### config.mk
export PLATFORM = sky130hd
export DESIGN_NAME = ex_stage
export DESIGN_NICKNAME = d
export VERILOG_FILES = /design/src/rtl/ex_stage.sv
export SDC_FILE = /design/constraint.sdc
export NUM_CORES = 2
export LEC_CHECK = 0
export CAP_MARGIN = 20
export CORE_ASPECT_RATIO = 0.9
export CORE_UTILIZATION = 45
export CTS_CLUSTER_SIZE = 10
export DETAILED_ROUTE_END_ITERATION = 10
export PLACE_DENSITY = 0.73
export SETUP_SLACK_MARGIN = 0.02
export SLEW_MARGIN = 20
export SYNTH_ARGS = -nofsm -noshare
export SYNTH_HDL_FRONTEND = slang
export SYNTH_SLANG_ARGS = --single-unit
### constraint.sdc
create_clock -name clk -period 19.79 [get_ports clk]
set_input_delay 3.958 -clock clk [delete_from_list [all_inputs] [get_ports clk]]
set_output_delay 3.958 -clock clk [all_outputs]
set_load 0.01 [all_outputs]
### src/rtl/ex_stage.sv
// Execute stage of the pipelined LEGv8 core.
// Holds the ID/EX register, resolves operand forwarding from EX/MEM and MEM/WB,
// evaluates the ALU and branch target, and registers everything into EX/MEM.
module ex_stage #(
    parameter int N = 64
) (
    input  logic         clk,
    input  logic         reset,
    input  logic         stall,
    input  logic         flush,
    input  logic         id_valid,
    input  logic [N-1:0] id_pc,
    input  logic [N-1:0] id_rd1,
    input  logic [N-1:0] id_rd2,
    input  logic [N-1:0] id_imm,
    input  logic [4:0]   id_rs1,
    input  logic [4:0]   id_rs2,
    input  logic [4:0]   id_rd,
    input  logic         id_alusrc,
    input  logic [3:0]   id_alucontrol,
    input  logic         id_regwrite,
    input  logic         id_memwrite,
    input  logic         id_memtoreg,
    input  logic         id_branch,
    input  logic         wb_regwrite,
    input  logic [4:0]   wb_rd,
    input  logic [N-1:0] wb_data,
    output logic         ex_valid,
    output logic [N-1:0] ex_result,
    output logic         ex_zero,
    output logic [N-1:0] ex_writedata,
    output logic [N-1:0] ex_branch_target,
    output logic [4:0]   ex_rd,
    output logic         ex_regwrite,
    output logic         ex_memwrite,
    output logic         ex_memtoreg,
    output logic         ex_branch
);

    localparam logic [3:0] ALU_AND  = 4'b0000;
    localparam logic [3:0] ALU_OR   = 4'b0001;
    localparam logic [3:0] ALU_ADD  = 4'b0010;
    localparam logic [3:0] ALU_SUB  = 4'b0110;
    localparam logic [3:0] ALU_PASS = 4'b0111;
    localparam logic [4:0] XZR      = 5'd31;

    // ID/EX pipeline register
    logic                vld_p0;
    logic [N-1:0]        pc_p0;
    logic [N-1:0]        rd1_p0;
    logic [N-1:0]        rd2_p0;
    logic signed [N-1:0] imm_p0;
    logic [4:0]          rs1_p0;
    logic [4:0]          rs2_p0;
    logic [4:0]          rd_p0;
    logic                alusrc_p0;
    logic [3:0]          aluc_p0;
    logic                regwrite_p0;
    logic                memwrite_p0;
    logic                memtoreg_p0;
    logic                branch_p0;

    logic [N-1:0] opa;
    logic [N-1:0] fwd_b;
    logic [N-1:0] opb;
    logic [N-1:0] alu_res;
    logic [N-1:0] target;

    // Undefined opcodes return all ones so they are easy to spot downstream.
    function automatic logic [N-1:0] alu_eval(input logic [N-1:0] a,
                                              input logic [N-1:0] b,
                                              input logic [3:0]   ctl);
        logic [N-1:0] r;
        case (ctl)
            ALU_AND:  r = a & b;
            ALU_OR:   r = a | b;
            ALU_ADD:  r = a + b;
            ALU_SUB:  r = a - b;
            ALU_PASS: r = b;
            default:  r = '1;
        endcase
        return r;
    endfunction

    // A load in EX/MEM has no data yet, so it is skipped; the hazard unit
    // is responsible for stalling the consumer in that case.
    function automatic logic [N-1:0] fwd_sel(input logic [4:0]   rs,
                                             input logic [N-1:0] regval);
        logic [N-1:0] v;
        v = regval;
        if (rs != XZR) begin
            if (ex_valid && ex_regwrite && !ex_memtoreg && ex_rd == rs)
                v = ex_result;
            else if (wb_regwrite && wb_rd == rs)
                v = wb_data;
        end
        return v;
    endfunction

    // Capture decode outputs; reset beats flush, flush beats stall.
    always_ff @(posedge clk) begin
        if (reset) begin
            vld_p0      <= 1'b0;
            pc_p0       <= '0;
            rd1_p0      <= '0;
            rd2_p0      <= '0;
            imm_p0      <= '0;
            rs1_p0      <= '0;
            rs2_p0      <= '0;
            rd_p0       <= '0;
            alusrc_p0   <= 1'b0;
            aluc_p0     <= '0;
            regwrite_p0 <= 1'b0;
            memwrite_p0 <= 1'b0;
            memtoreg_p0 <= 1'b0;
            branch_p0   <= 1'b0;
        end else if (flush) begin
            vld_p0      <= 1'b0;
            regwrite_p0 <= 1'b0;
            memwrite_p0 <= 1'b0;
            memtoreg_p0 <= 1'b0;
            branch_p0   <= 1'b0;
        end else if (!stall) begin
            vld_p0      <= id_valid;
            pc_p0       <= id_pc;
            rd1_p0      <= id_rd1;
            rd2_p0      <= id_rd2;
            imm_p0      <= id_imm;
            rs1_p0      <= id_rs1;
            rs2_p0      <= id_rs2;
            rd_p0       <= id_rd;
            alusrc_p0   <= id_alusrc;
            aluc_p0     <= id_alucontrol;
            regwrite_p0 <= id_regwrite & id_valid;
            memwrite_p0 <= id_memwrite & id_valid;
            memtoreg_p0 <= id_memtoreg & id_valid;
            branch_p0   <= id_branch & id_valid;
        end
    end

    // Operand selection, ALU and branch target for the instruction in ID/EX.
    always_comb begin
        opa     = fwd_sel(rs1_p0, rd1_p0);
        fwd_b   = fwd_sel(rs2_p0, rd2_p0);
        opb     = alusrc_p0 ? imm_p0 : fwd_b;
        alu_res = alu_eval(opa, opb, aluc_p0);
        target  = pc_p0 + (imm_p0 <<< 2);
    end

    // EX/MEM pipeline register; controls of a bubble are forced low.
    always_ff @(posedge clk) begin
        if (reset) begin
            ex_valid         <= 1'b0;
            ex_result        <= '0;
            ex_zero          <= 1'b0;
            ex_writedata     <= '0;
            ex_branch_target <= '0;
            ex_rd            <= '0;
            ex_regwrite      <= 1'b0;
            ex_memwrite      <= 1'b0;
            ex_memtoreg      <= 1'b0;
            ex_branch        <= 1'b0;
        end else if (!stall) begin
            ex_valid         <= vld_p0;
            ex_result        <= alu_res;
            ex_zero          <= (alu_res == '0);
            ex_writedata     <= fwd_b;
            ex_branch_target <= target;
            ex_rd            <= rd_p0;
            ex_regwrite      <= regwrite_p0 & vld_p0;
            ex_memwrite      <= memwrite_p0 & vld_p0;
            ex_memtoreg      <= memtoreg_p0 & vld_p0;
            ex_branch        <= branch_p0 & vld_p0;
        end
    end

endmodule
* Word level (Yosys, flattened, before mapping)
Cells that the tools add are included.
Cells by class: $add $sub $neg 3, $mul 0, divide/modulo/power cells 0, magnitude comparators 0, eq/ne operators 10, shift operators 0, multiplexer cells 8, bitwise gates (word level) 12, reductions and logical operators 11
Operators by type and width (count):
- 2-to-1 mux 64 bit | 7
- one-hot mux 64 bit (5 select lines) | 1
- adder 64 bit | 2
- bitwise AND 64 bit | 1
- logical NOT 64 bit | 1
- OR 64 bit | 1
- subtractor 64 bit | 1
- equality test 5 bit | 4
- != test 5 bit (second input constant) | 2
- bitwise AND 1 bit | 8
- equality test 4 x 3 -> 1 bit (second input constant) | 2
- logical AND 1 bit | 6
- equality test 4 x 1 -> 1 bit (second input constant) | 1
- equality test 4 x 2 -> 1 bit (second input constant) | 1
- logical NOT 4 bit | 1
- inverter 1 bit | 2
- AND reduction 2 bit | 1
- OR reduction 2 bit | 1
- logical NOT 1 bit | 1
Storage, ports and cells: flip-flop bits (word level) 484, bits in latches 0, bits in writable memories 0, bits in read-only memories 0, bits of input ports 355, output and inout port bits 203, memories kept 0

* Longest topological paths before layout
depth in word-level cells 9, mapped depth 33, depth with buffers taken out 29

* Least setup slack after synthesis
OpenSTA, ideal clock, no wires.
kind input-to-reg, start point input port wb_rd[2], end point register ex_zero, setup time 69 ps, arrival time 9744 ps, slack 9977 ps, stages on the path 29, buffers on the path 3, cells stage by stage xnor2_1 > and4_1 > buf_2 > a22oi_4 > nor2_1 > o22ai_1 > o21ai_0 > inv_1 > ha_1 > o2111a_1 > nor2b_1 > clkbuf_1 > and3_1 > nand3_1 > o41ai_1 > xnor2_1 > ha_1 > clkbuf_1 > nand2_1 > o21ai_0 > and3b_1 > a211oi_1 > o211ai_1 > o21ai_0 > a311oi_1 > a211o_1 > nor4_1 > nand4_1 > o21ai_1
On the way: longest elaborated chain between the ends 9
Ends and longest elaborated chain:
- start: declaration | line 26 | input logic [4:0] wb_rd,
- equality test 5 bit | line 94 | else if (wb_regwrite && wb_rd == rs)
- logical AND 1 bit | line 94
- 2-to-1 mux 64 bit | line 94
- 2-to-1 mux 64 bit | line 92 | if (ex_valid && ex_regwrite && !ex_memtoreg && ex_rd == rs)
- 2-to-1 mux 64 bit | line 91 | if (rs != XZR) begin
- 2-to-1 mux 64 bit | line 145 | opb = alusrc_p0 ? imm_p0 : fwd_b;
- subtractor 64 bit, or another cell as far along | line 78 | ALU_SUB: r = a - b;
- one-hot mux 64 bit (5 select lines) (*) | line 74 | case (ctl)
- logical NOT 64 bit (*) | line 166 | ex_zero <= (alu_res == '0);
- end signal: assignment | line 166
- end: declaration | line 30 | output logic ex_zero,
Mark *: on every way between the ends. The rest lies on a longest branch, timed or not. A chain may end at the register's enable or synchronous reset.

* Final worst setup path
start point input port wb_rd[1], end point register ex_zero
The elaborated chain is that of the path after synthesis.

==> impl_metrics.csv <==
group,metric,value,unit
route,ant_nets,0,
critical_path,critPathLaunchType,"primary input",
yosys,ys_seq_area_share,30.1,%
yosys,synthSimpleGateAreaFrac,22.0,%
route,top_layer_used,"met5",
job,drv_cap,0,
grt,antenna_found_initial,20,
clocking,post_cts_resized,0,
clocking,clock-sinks,484,
yosys,async_flop_share,0,%
pwr,powerDensity,69.6,mW/mm2
clocking,h-tree-depth,2,
sta,setup-tns-final,0,ns
route,vias,37500,
sta,finClkSkew,0.0477,ns
place,gp_congestion,1.05,
yosys,synth.distinct_cells,99,
yosys,yosys_warnings,0,
min_path,hold_path.class,"register to register",
route,wl_met1,61100,um
yosys,synthesis.area,0.0322,mm2
place,portBuffers,557,
yosys,synth_fa_ha_area_share,5.25,%
pwr,ir_drop,0.0764,mV
critical_path,slowest_stage,"nor4_2",
sta,period_minus_slack,12.61,ns
cells_and_area,final_cell_area,0.0400,mm2
yosys,synth_compound_area_share,31.5,%
clocking,clk_latency,0.67,ns
route,detail_route.wl_per_cell,28.8,um
cells_and_area,layout.nets,5286,
yosys,synth_edf_count,0,
yosys,synth-xor-area-share,4.70,%
grt,grt_start_max_net_pins,203,
route,viasPerCell,6.50,
route,drc,0,
min_path,hold_depth,2,
pwr,power.leakage,15.4,nW
floorplanning,die_h,256,um
yosys,yosysTopAreaCellShare,30.1,%
place,place_hpwl,126000,um
yosys,synth.area.top_cells,"dfxtp_1, a21oi_1, nand2_1, ha_1, nor2_1",
yosys,synthMuxAreaShare,1.63,%
grt,grt_pass1_wl,236000,um
clocking,cts_setup_buffers,0,
sta,relSlewSlack,24.4,%
route,drtIter0Drc,5198,
outcome,status,"complete, no violations",
critical_path,required,20.38,ns
sta,hold_viol_final,0,
yosys,synth_top_family_by_area,"compound AO/OA/AOI/OAI gates",
route,wl_met2,70900,um
cells_and_area,drive_above_1_share,4.52,%
critical_path,cp_common_cell,"o21ai_0",
route,routed_wl,166000,um
clocking,ctsHoldBuffers,0,
cells_and_area,finalNonFillerCells,5769,
clocking,cts_tree,"built",
floorplanning,row_count,92,
yosys,syn_area_per_cell,7.24,um2
critical_path,end_kind,"register",
clocking,cts-root-buf,"clkbuf_16",
place,dp.cells,5683,
floorplanning,core_area,0.0703,mm2
grt,grt-ovfl-total,0,
sta,tightest_slew,1.13,ns
grt,first_global_vias,34800,
sta,rsz0062_at_grt,"false",
clocking,cts_buffer_depth,3,
critical_path,max_stage_delay,0.74,ns
cells_and_area,area_delta_synth_final,24.2,%
route,dr.pass1.iters,7,
sta,setup_viol,0,
critical_path,cp.arrival,13.20,ns
clocking,cts_made_buffers,56,
critical_path,crit_type,"primary input to register",
floorplanning,die_w,284,um
yosys,yosys.area.top_type,"dfxtp_1",
critical_path,r2r_cells,24,
sta,post-route-period-util,63.7,%
grt,track_usage,43.7,%
floorplanning,pin_count,558,
floorplanning,initial_core_util,45.7,%
yosys,synthFlopType,"dfxtp_1",
sta,finalMaxSlewViolations,0,
critical_path,cp_max_fo,14,
yosys,syn_nets,4925,
floorplanning,die_area,0.0726,mm2
yosys,syn_inst,4441,
clocking,path_clk_slew,0.05,ns
yosys,yosys_register_bits,484,
sta,fmax,79.3,MHz
place,place_area,0.0383,mm2
route,dr_wl_met3,19700,um
## placed cells by master, fill, tap and decap left out, types with 36 or more instances in the layout
master           instances
dfxtp_1                483
a211oi_1                52
xor2_1                  65
clkbuf_16               57
a22oi_1                 39
o211ai_1                52
a22o_1                  61
nand2b_1                44
nor3_1                  62
ha_1                   127
o22ai_1                 56
nand4_1                 43
a221oi_1                44
xnor2_1                104
a21oi_1                646
a31oi_1                 47
mux2i_1                 50
nand2_1                800
buf_4                   71
inv_1                   68
o21ai_0                225
a21o_1                  69
clkdlybuf4s50_1        555
o21a_1                  36
and3_1                  49
nor2_1                 392
nand3_1                 73
## sequential cells by signal, summed over array words and instances, names as in the netlist, 4 cells and up
signal	count
ex_result	64
aluc_p0	4
rs2_p0	5
ex_rd	5
ex_writedata	64
pc_p0	64
ex_branch_target	64
rd1_p0	64
rd2_p0	64
rs1_p0	5
imm_p0	64
rd_p0	5
## critical path, delay by kind of cell
| family | cells | cell delay (ns) |
|---|---|---|
| AO/OA/AOI/OAI | 11 | 3.36 |
| AND/OR/NAND/NOR | 10 | 4.64 |
| buffers and inverters | 1 | 0.54 |
| XOR/XNOR | 2 | 0.32 |
| adder cells (fa/ha/maj) | 1 | 0.37 |
## cells in the mapped netlist, types with 43 or more instances
cell and instances:
a211oi_1 54, nand2b_1 44, o22ai_1 56, nor2_1 401, a21o_1 69, dfxtp_1 484
a21oi_1 648, inv_1 68, o211ai_1 52, nand4_1 43, nand3_1 74, a221oi_1 46
a31oi_1 48, nor3_1 63, ha_1 127, xor2_1 65, clkbuf_1 263, nand2_1 800
and3_1 50, xnor2_1 104, o21ai_0 227, a22o_1 61, mux2i_1 50
## final timing paths
path	slack, ns	endpoint	start
max	7.18	ex_zero	wb_rd[1]
min	0.45	rd1_p0[37]	rd1_p0[37]
max reg2reg	10.44	ex_zero	rs2_p0[1]
min reg2reg	0.45	rd1_p0[37]	rd1_p0[37]
## routing by layer
metal	up-vias	track usage [%]
met5	-	0.526
met4	16	32.5
met3	614	12.5
met2	2499	66.4
met1	17600	52.5
li1	16800	-
## metrics by stage
step / utilization, % / hold slack, ns / power (mW) / worst slack (ns)
2_1_floorplan: - / 0.432 / 1.47 / 9.98
3_3_place_gp: 54.5 / 0.439 / 1.80 / 7.03
3_5_place_dp: 54.5 / 0.444 / 1.80 / 6.74
4_1_cts: 56.7 / 0.453 / 2.76 / 7.36
5_1_grt: 56.8 / 0.471 / 2.86 / 6.76
6_report: 56.8 / 0.451 / 2.78 / 7.18
## final cells by class
class | count | area [um2]
clock buffer | 68 | 1500
inverter | 70 | 265
fill | 6740 | 30400
sequential | 484 | 9690
clock inverter | 6 | 105
timing repair buffer | 630 | 6160
multi-input combinational | 3560 | 21000
tap | 940 | 1180
antenna | 11 | 27.5
## report_power, final
part / switching, mW / total, mW / internal, mW / leakage, nW
sequential: 0.0593 / 1.08 / 1.02 / 3.95
clock: 0.433 / 0.971 / 0.539 / 0.782
combinational: 0.450 / 0.729 / 0.280 / 10.7
## cells by family after synthesis
logic type      after synthesis
mux                          52
compound gates             1592
xor+xnor                    171
buf+inv                     397
fa+ha+maj                   135
simple gates               1610
flops                       484
Power figures use the tool's default switching activity.
